**src/rtl/posit_defines.sv**
```systemverilog
// Shared types for the positron window arbiter: FSM states and tag sizing.
package posit_defines;

    typedef enum logic [0:0] {
        ST_IDLE   = 1'b0,
        ST_STREAM = 1'b1
    } arb_state_t;

    // A tag names a requester, so it is as wide as a requester index.
    function automatic int tag_width(input int nb_req);
        return (nb_req > 1) ? $clog2(nb_req) : 1;
    endfunction

endpackage

```
**src/rtl/posit_tag_fifo.sv**
```systemverilog
// Small FIFO of requester tags for windows awaiting an engine result; head is visible combinationally.
module posit_tag_fifo
    import posit_defines::*;
#(
    parameter int DEPTH = 4,
    parameter int WIDTH = 2
) (
    input  logic             clk,
    input  logic             rst,
    input  logic             push,
    input  logic [WIDTH-1:0] push_tag,
    input  logic             pop,
    output logic [WIDTH-1:0] head_tag,
    output logic             full,
    output logic             empty
);
    localparam int PTR_W = (DEPTH > 1) ? $clog2(DEPTH) : 1;

    logic [WIDTH-1:0] mem [DEPTH];
    logic [PTR_W-1:0] wr_ptr_reg;
    logic [PTR_W-1:0] rd_ptr_reg;
    logic [PTR_W:0]   count_reg;
    logic             do_push;
    logic             do_pop;

    assign full     = (count_reg == (PTR_W+1)'(DEPTH));
    assign empty    = (count_reg == '0);
    assign do_pop   = pop && !empty;
    // A push into a full FIFO is only legal when the head leaves on the same edge.
    assign do_push  = push && (!full || do_pop);
    assign head_tag = mem[rd_ptr_reg];

    always_ff @(posedge clk) begin
        if (do_push) begin
            mem[wr_ptr_reg] <= push_tag;
        end
    end

    always_ff @(posedge clk or posedge rst) begin
        if (rst) begin
            wr_ptr_reg <= '0;
            rd_ptr_reg <= '0;
            count_reg  <= '0;
        end else begin
            if (do_push) begin
                wr_ptr_reg <= wr_ptr_reg + 1'b1;
            end
            if (do_pop) begin
                rd_ptr_reg <= rd_ptr_reg + 1'b1;
            end
            if (do_push && !do_pop) begin
                count_reg <= count_reg + 1'b1;
            end else if (do_pop && !do_push) begin
                count_reg <= count_reg - 1'b1;
            end
        end
    end

endmodule

```
**src/rtl/positron_window_arbiter.sv**
```systemverilog
// Round-robin window arbiter feeding one dot-product engine and routing each result back
// to the requester whose window produced it, in window-completion order.
module positron_window_arbiter
    import posit_defines::*;
#(
    parameter int POSIT_WIDTH = 16,
    parameter int NB_REQ      = 4,
    parameter int TAG_DEPTH   = 4
) (
    input  logic                            clk,
    input  logic                            rst,
    input  logic [NB_REQ-1:0]               req_rts_i,
    input  logic [NB_REQ-1:0]               req_sow_i,
    input  logic [NB_REQ-1:0]               req_eow_i,
    input  logic [NB_REQ*2*POSIT_WIDTH-1:0] req_data_i,
    output logic [NB_REQ-1:0]               req_rtr_o,
    output logic                            eng_rts_o,
    output logic                            eng_sow_o,
    output logic                            eng_eow_o,
    output logic [2*POSIT_WIDTH-1:0]        eng_data_o,
    input  logic                            eng_rtr_i,
    input  logic                            eng_rts_i,
    input  logic [POSIT_WIDTH-1:0]          eng_posit_i,
    output logic                            eng_rtr_o,
    output logic [NB_REQ-1:0]               res_rts_o,
    output logic [POSIT_WIDTH-1:0]          res_posit_o,
    input  logic [NB_REQ-1:0]               res_rtr_i,
    output logic [$clog2(NB_REQ)-1:0]       grant_o,
    output logic                            busy_o,
    output logic                            orphan_o
);
    localparam int TAG_W = tag_width(NB_REQ);
    localparam int DW    = 2 * POSIT_WIDTH;

    arb_state_t       state_reg, state_next;
    logic [TAG_W-1:0] grant_reg, grant_next;
    logic [TAG_W-1:0] last_grant_reg, last_grant_next;
    logic             first_reg, first_next;
    logic             orphan_reg;

    logic [DW-1:0]    req_data_arr [NB_REQ];
    logic [TAG_W-1:0] pick_idx;
    logic [TAG_W-1:0] cand;
    logic             pick_valid;
    logic             busy;
    logic             beat_xfer;
    logic             tag_push;
    logic             tag_pop;
    logic             tag_full;
    logic             tag_empty;
    logic [TAG_W-1:0] head_tag;
    logic             unused_sow;

    // The engine sees start-of-window from our own first-beat flag, not the requester's.
    assign unused_sow = ^req_sow_i;

    generate
        for (genvar gi = 0; gi < NB_REQ; gi++) begin : g_req
            assign req_data_arr[gi] = req_data_i[gi*DW +: DW];
            assign req_rtr_o[gi]    = busy && (grant_reg == TAG_W'(gi)) && eng_rtr_i;
            assign res_rts_o[gi]    = !tag_empty && (head_tag == TAG_W'(gi)) && eng_rts_i;
        end
    endgenerate

    assign busy       = (state_reg == ST_STREAM);
    assign eng_data_o = req_data_arr[grant_reg];
    assign eng_rts_o  = busy && req_rts_i[grant_reg];
    assign eng_eow_o  = busy && req_eow_i[grant_reg];
    assign eng_sow_o  = eng_rts_o && first_reg;
    assign beat_xfer  = eng_rts_o && eng_rtr_i;
    assign tag_push   = beat_xfer && eng_eow_o;

    assign eng_rtr_o   = !tag_empty && res_rtr_i[head_tag];
    assign res_posit_o = eng_posit_i;
    assign tag_pop     = eng_rts_i && eng_rtr_o;

    assign grant_o  = grant_reg;
    assign busy_o   = busy;
    assign orphan_o = orphan_reg;

    // Scan from the farthest candidate inward so the nearest requester after last_grant wins.
    always_comb begin
        pick_valid = 1'b0;
        pick_idx   = '0;
        cand       = '0;
        for (int k = NB_REQ; k >= 1; k--) begin
            cand = TAG_W'((int'(last_grant_reg) + k) % NB_REQ);
            if (req_rts_i[cand]) begin
                pick_valid = 1'b1;
                pick_idx   = cand;
            end
        end
    end

    always_comb begin
        state_next      = state_reg;
        grant_next      = grant_reg;
        last_grant_next = last_grant_reg;
        first_next      = first_reg;
        case (state_reg)
            ST_IDLE: begin
                if (pick_valid && !tag_full) begin
                    grant_next = pick_idx;
                    first_next = 1'b1;
                    state_next = ST_STREAM;
                end
            end
            ST_STREAM: begin
                if (beat_xfer) begin
                    first_next = 1'b0;
                    if (eng_eow_o) begin
                        last_grant_next = grant_reg;
                        state_next      = ST_IDLE;
                    end
                end
            end
            default: state_next = ST_IDLE;
        endcase
    end

    always_ff @(posedge clk or posedge rst) begin
        if (rst) begin
            state_reg      <= ST_IDLE;
            grant_reg      <= '0;
            last_grant_reg <= TAG_W'(NB_REQ - 1);
            first_reg      <= 1'b0;
            orphan_reg     <= 1'b0;
        end else begin
            state_reg      <= state_next;
            grant_reg      <= grant_next;
            last_grant_reg <= last_grant_next;
            first_reg      <= first_next;
            if (eng_rts_i && tag_empty) begin
                orphan_reg <= 1'b1;
            end
        end
    end

    posit_tag_fifo #(
        .DEPTH (TAG_DEPTH),
        .WIDTH (TAG_W)
    ) u_tag_fifo (
        .clk      (clk),
        .rst      (rst),
        .push     (tag_push),
        .push_tag (grant_reg),
        .pop      (tag_pop),
        .head_tag (head_tag),
        .full     (tag_full),
        .empty    (tag_empty)
    );

endmodule

```
**config.mk**
```make
export PLATFORM = sky130hd
export DESIGN_NAME = positron_window_arbiter
export DESIGN_NICKNAME = d
export VERILOG_FILES = /design/src/rtl/posit_defines.sv /design/src/rtl/posit_tag_fifo.sv /design/src/rtl/positron_window_arbiter.sv
export SDC_FILE = /design/constraint.sdc
export NUM_CORES = 1
export LEC_CHECK = 0
export BUFFER_PORTS_ARGS = -buffer_cell sky130_fd_sc_hd__buf_2
export CELL_PAD_IN_SITES_DETAIL_PLACEMENT = 1
export CELL_PAD_IN_SITES_GLOBAL_PLACEMENT = 1
export CORE_ASPECT_RATIO = 0.8
export CORE_MARGIN = 3
export CORE_UTILIZATION = 26
export DETAILED_ROUTE_END_ITERATION = 8
export HOLD_SLACK_MARGIN = 0.03
export PLACE_DENSITY_LB_ADDON = 0.25
export SYNTH_ARGS = -nofsm -noshare
export SYNTH_HDL_FRONTEND = slang
export SYNTH_HIERARCHICAL = 1
export SYNTH_SLANG_ARGS = --single-unit
```
**constraint.sdc**
```tcl
create_clock -name clk -period 5.7 [get_ports clk]
set_input_delay 1.14 -clock clk [delete_from_list [all_inputs] [get_ports clk]]
set_output_delay 1.14 -clock clk [all_outputs]
set_load 0.05 [all_outputs]
```
==> results.yml, run 1 <==
grt:
  grt_overflow: 0
  first_global_vias: 2131
  grt_first_pass_wirelength_mm: 12.4
  track_usage: 0.173
  grt_max_degree: 29
  antenna_found_initial: 0
detailed_routing:
  drc: 0
  first_pass_iters: 4
  drtIter0Drc: 75
  routed_via_density: 4.69
  routed_wl_mm: 8.70
  wl_met2_mm: 4.57
  wl_met3_um: 778
  dr_total_vias: 2040
  topRoutingLayerUsed: "met4"
  wl_met1_mm: 3.32
  ant_nets: 0
  wire_per_inst_um: 20.0
placed_design:
  place_congestion: 0.785
  dp_hpwl_mm: 7.71
  place_inst: 430
  io_buffers: 191
cells_and_area:
  drive_gt1_frac: 0.770
  largest_reg_flops: 8
  nNetsFinal: 497
  area_delta_synth_final_pct: 46.6
  fin_cells: 435
  fin_util: 0.396
timing:
  tightest_slew_ns: 0.737
  min_period_ns: 3.51
  post-route-period-util: 0.616
  rsz0062_at_grt: "no"
  slew_violations: 0
  slew_headroom: 0.508
  fin_setup_tns_ns: 0
  clock.fmax_ghz: 0.285
  finalHoldViolCount: 0
  fin_worst_skew_ns: 0.00767
  setup_violations: 0
cts:
  htree_levels: 1
  clk_pin_slew_ns: 0.08
  postCtsSetupBuffers: 0
  cts_made_buffers: 3
  cts_tree: "done"
  cts.sinks: 22
  clk_latency_ns: 0.26
  clk_path_buf_depth: 2
  root_buffer: "clkbuf_8"
  ctsHoldBuffers: 0
  cts_resized: 0
pwr:
  p_comb_frac: 0.729
  internal_power_mw: 0.805
  ir_worst_vdd_mv: 0.202
  switching_power_mw: 1.03
  swShare: 0.561
  clkPwrFrac: 0.078
  power_mw: 1.84
  p_seq_frac: 0.193
  p_leak_nw: 1.53
  powerDensity_nw_per_um2: 581
floorplanning:
  rows: 29
  die_y_um: 87.5
  die_w_um: 108
  start_util: 0.270
  io_pins: 228
  core_area_sq_um: 7980
  die_area_sq_um: 9430
critical_path:
  end_kind: "output port"
  path_max_fanout: 28
  required_ns: 4.56
  critical-path-max-stage-delay_ns: 0.85
  worst_setup_path_start_kind: "register"
  arrival_ns: 2.37
  cp_top_family: "flip-flops"
  slowest_stage: "dfrtp_2"
  crit_buf_inv: 2
  path_class: "register to output port"
  worstPathCellList: "buf_4 > mux4_2 > buf_2"
yosys:
  ys_types: 41
  yosys_most_used_dff: "dfrtp_1"
  netlist_instances: 155
  ys_async_sr_fraction: 0.636
  synth_top_area_share: 0.386
  netlist_area_sq_um: 2160
  synth_warnings: 6
  ys_seq_area_frac: 0.275
  synthTopCellsByArea: "mux4_2 39%, dfrtp_1 14%, edfxtp_1 11%"
  synth_common_cells: "37 x mux4_2, 19 x buf_4, 12 x dfrtp_1"
  syn_nets: 325
  synth.most_common_cell: "mux4_2"
  netlist.top_cell.by_area: "mux4_2"
  synth_edf_count: 8
  syn_avg_cell_area_sq_um: 13.9
  ys_ff_latch: 22
min_path:
  holdCritPathClass: "register to register"
outcome:
  outcome: "complete, no violations"
job:
  maxCapViolations: 0
## stage by stage
step / setup WS (ns) / area (sq um) / hold WS [ns]
detailed placement: 2.33 / 3090 / 0.447
floorplan: 2.04 / 2160 / 0.441
finish: 2.19 / 3160 / 0.461
CTS: 2.11 / 3160 / 0.463
global placement: 2.38 / 3090 / 0.432
global route: 2.00 / 3160 / 0.486
## cells in the final DEF, fill, tap and decap left out, types with 3 or more instances in the layout
| cell type | n |
|---|---|
| ha_1 | 5 |
| clkbuf_8 | 3 |
| edfxtp_1 | 8 |
| buf_2 | 191 |
| nor2b_1 | 3 |
| and2_1 | 3 |
| inv_1 | 9 |
| a21o_1 | 3 |
| mux4_2 | 37 |
| nor2_1 | 4 |
| mux2_4 | 3 |
| dfrtp_1 | 10 |
| nor3_1 | 3 |
| xnor2_1 | 4 |
| and2_2 | 4 |
| nor3b_1 | 3 |
| nand2_1 | 3 |
## cell families (layout without fill, tap and decap cells)
| kind of cell | Yosys count | in the layout | synth area share |
|---|---|---|---|
| muxes | 41 | 41 | 0.412 |
| xor gates and xnor gates | 6 | 6 | 0.0244 |
| buffers and inverters | 35 | 206 | 0.0980 |
| and+or+nand+nor | 33 | 33 | 0.104 |
| adders and majority gates | 6 | 6 | 0.0383 |
| other | 0 | 1 | 0 |
| AOI/OAI and AO/OA | 12 | 12 | 0.0476 |
| DFF | 22 | 22 | 0.275 |
## layer usage
layer,vias up,global-route usage
met2,88,0.292
met1,1006,0.220
met3,6,0.0623
met5,-,0
li1,940,-
met4,0,0.0218
## power by group through the flow
stage	Clock [mW]	Sequential [mW]	Combinational, mW
final	0.144	0.354	1.34
after detailed placement	0	0.362	1.35
after global placement	0	0.358	1.34
after floorplan	0	0.327	1.13
after global routing	0.157	0.374	1.41
after CTS	0.149	0.359	1.36
## area by class of cell
type	count	area, sq um
Multi-Input combinational cell	98	1350
Clock buffer	3	41.3
Sequential cell	22	596
Fill cell	976	4820
Antenna cell	1	2.50
Inverter	9	33.8
Clock inverter	1	30.0
Tap cell	108	135
Timing Repair Buffer	193	971
## final timing paths
path | startpoint | to | slack (ns) | cells after the start
max reg2reg | u_tag_fifo/rd_ptr_reg[0] | u_tag_fifo/count_reg[2] | 2.61 | 11
max in group asynchronous | rst | last_grant_reg[1] | 4.60 | 2
min in group asynchronous | rst | orphan_o | 0.81 | 2
max | grant_o[0] | eng_data_o[27] | 2.19 | 3
min reg2reg | orphan_o | orphan_o | 0.46 | 1
min | orphan_o | orphan_o | 0.46 | 1
Note: power is estimated with default switching activity, not from simulation.
==> run 2: changes to the inputs <==
ABC_AREA = 1   (was unset)
CORE_UTILIZATION = 23   (was 26)
clock period = 3.6 ns   (was 5.7 ns; I/O delays follow)
==> run 2 against run 1 <==
Global-route usage fell by 1.2 points; final area is 7.6% higher; clock-buffer cell count stayed put; first-iteration DRC count grew 110%; clock skew is essentially flat; largest power group unchanged.
==> results.yml, run 2 <==
pwr:
  p_seq_frac: 0.136
  ir_worst_vdd_mv: 0.479
  swShare: 0.649
  power_mw: 3.73
  powerDensity_nw_per_um2: 1100
  p_comb_frac: 0.780
  internal_power_mw: 1.31
  switching_power_mw: 2.42
  clkPwrFrac: 0.084
  p_leak_nw: 1.91
timing:
  post-route-period-util: 0.843
  clock.fmax_ghz: 0.330
  hold_ws_ns: 0.404
  tightest_slew_ns: 0.682
  fin_setup_tns_ns: 0
  rsz0062_at_grt: "no"
  finalHoldViolCount: 0
  setup_violations: 0
  fin_worst_skew_ns: 0.00754
  slew_violations: 0
  slew_headroom: 0.545
  worst_slack_ns: 0.565
  min_period_ns: 3.03
detailed_routing:
  routed_via_density: 4.66
  dr_total_vias: 3016
  first_pass_iters: 4
  ant_nets: 0
  drtIter0Drc: 156
  drc: 0
  wire_per_inst_um: 15.9
  routed_wl_mm: 10.3
yosys:
  syn_avg_cell_area_sq_um: 6.86
  synth_warnings: 6
  ys_async_sr_fraction: 0.636
  ys_ff_latch: 22
  synth_top_area_share: 0.175
  ys_types: 32
  synthTopCellsByArea: "nand2_1 18%, a22oi_1 17%, dfrtp_1 13%"
  synth.most_common_cell: "nand2_1"
  synth_edf_count: 8
  netlist_instances: 343
  netlist_area_sq_um: 2350
  ys_seq_area_frac: 0.252
  syn_nets: 513
  synth_common_cells: "110 x nand2_1, 54 x a22oi_1, 34 x inv_1"
  netlist.top_cell.by_area: "nand2_1"
  yosys_most_used_dff: "dfrtp_1"
critical_path:
  worstPathCellList: "inv_1 > o21ai_0 > o21ai_1 > nand2_1 > o21ai_0 > a21oi_1 > nor2_1 > inv_1 > nand3_2 > nand2_4 > inv_1 > ha_1 > inv_1 > fa_1 > nand2_1 > nand3_1 > nand2_1 > nand2_1"
  end_kind: "register"
  worst_setup_path_start_kind: "register"
  path_class: "register to register"
  critical-path-max-stage-delay_ns: 0.44
  arrival_ns: 3.18
  slowest_stage: "dfrtp_1"
  path_max_fanout: 7
  r2r_cells: 18
  required_ns: 3.75
cells_and_area:
  final_area_sq_um: 3400
  layout_commonest_cell: "buf_2"
  final_cell_mix: "191 x buf_2, 110 x nand2_1, 54 x a22oi_1"
  nNetsFinal: 682
  area_delta_synth_final_pct: 44.5
  fin_util: 0.347
  drive_gt1_frac: 0.440
  n_antenna_cell: 0
  fin_cells: 647
  largest_reg_flops: 8
grt:
  track_usage: 0.161
  first_global_vias: 2956
  antenna_found_initial: 1
  grt_first_pass_wirelength_mm: 15.0
  grt_max_degree: 33
  grt_overflow: 0
placed_design:
  dp_hpwl_mm: 8.71
  place_inst: 643
  place_congestion: 0.770
  place_area_sq_um: 3300
  io_buffers: 191
  place_worst_setup_slack_ns: 0.530
cts:
  cts_made_buffers: 3
  postCtsSetupBuffers: 0
  htree_levels: 1
  cts_tree: "done"
  cts_resized: 0
  cts.sinks: 22
  clk_path_buf_depth: 2
  root_buffer: "clkbuf_16"
  clk_pin_slew_ns: 0.06
  ctsHoldBuffers: 0
  clk_latency_ns: 0.26
floorplanning:
  die_area_sq_um: 11500
  start_util: 0.240
  die_w_um: 119
  rows: 32
  io_pins: 228
  core_area_sq_um: 9810
  die_y_um: 96.5
min_path:
  holdCritPathClass: "input pin to asynchronous set/reset pin"
job:
  maxCapViolations: 0
outcome:
  outcome: "complete, no violations"
-- run 2: cell types whose count changed after synthesis, moves of 14 or more --
| cell | delta |
|---|---|
| nand2_1 | +107 |
| nor2_1 | +14 |
| mux4_2 | -37 |
| a22oi_1 | +54 |
| inv_1 | +25 |
| nand3_1 | +22 |
-- run 2: path summary, 6_finish.rpt --
path                                               start                 endpoint  slack [ns]
worst max register to register  u_tag_fifo/rd_ptr_reg[0]  u_tag_fifo/count_reg[2]        0.57
worst min register to register                 first_reg                first_reg        0.49
min in group clk                               first_reg                first_reg        0.49
worst max-delay path            u_tag_fifo/rd_ptr_reg[0]  u_tag_fifo/count_reg[2]        0.57
max in group asynchronous                            rst        last_grant_reg[0]        2.92
worst min-delay path                                 rst  u_tag_fifo/count_reg[0]        0.40
-- run 2: layout make-up --
type	instances	area, sq um
clock buffers	3	75.1
clock inverters	1	30.0
well taps	136	170
flip-flops and latches	22	593
repair buffers	195	986
inverters	39	154
multi-input cells	251	1390
fillers	1311	6410
-- run 2: layer usage --
layer  routed length, um  vias up  part of all wire  track usage
li1                    -     1471                 -            -
met1                4280     1427              0.42        0.204
met2                5160      101              0.50        0.274
met3                 568       15             0.055       0.0303
met4                 275        2             0.027       0.0617
met5                  20        -            0.0019            0
-- run 2: cell families after synthesis --
group	share of synthesized area
compound gates	0.204
buf+inv	0.156
simple gates	0.349
xor+xnor	0.00372
fa+ha+maj	0.0351
flops	0.252
-- run 2: critical path, delay by kind of cell, from the launching register on --
kind	cells	cell delay, ns
AOI/OAI and AO/OA	4	0.65
DFF	1	0.44
and+or+nand+nor	8	0.91
adders and majority gates	2	0.53
buffers and inverters	4	0.39
-- run 2: power groups by stage --
stage / clock [mW] / sequential (mW) / combinational [mW]
6_report: 0.313 / 0.505 / 2.91
5_1_grt: 0.328 / 0.522 / 3.15
4_1_cts: 0.322 / 0.507 / 2.95
3_5_place_dp: 0 / 0.509 / 2.93
3_3_place_gp: 0 / 0.504 / 2.89
2_1_floorplan: 0 / 0.480 / 2.32
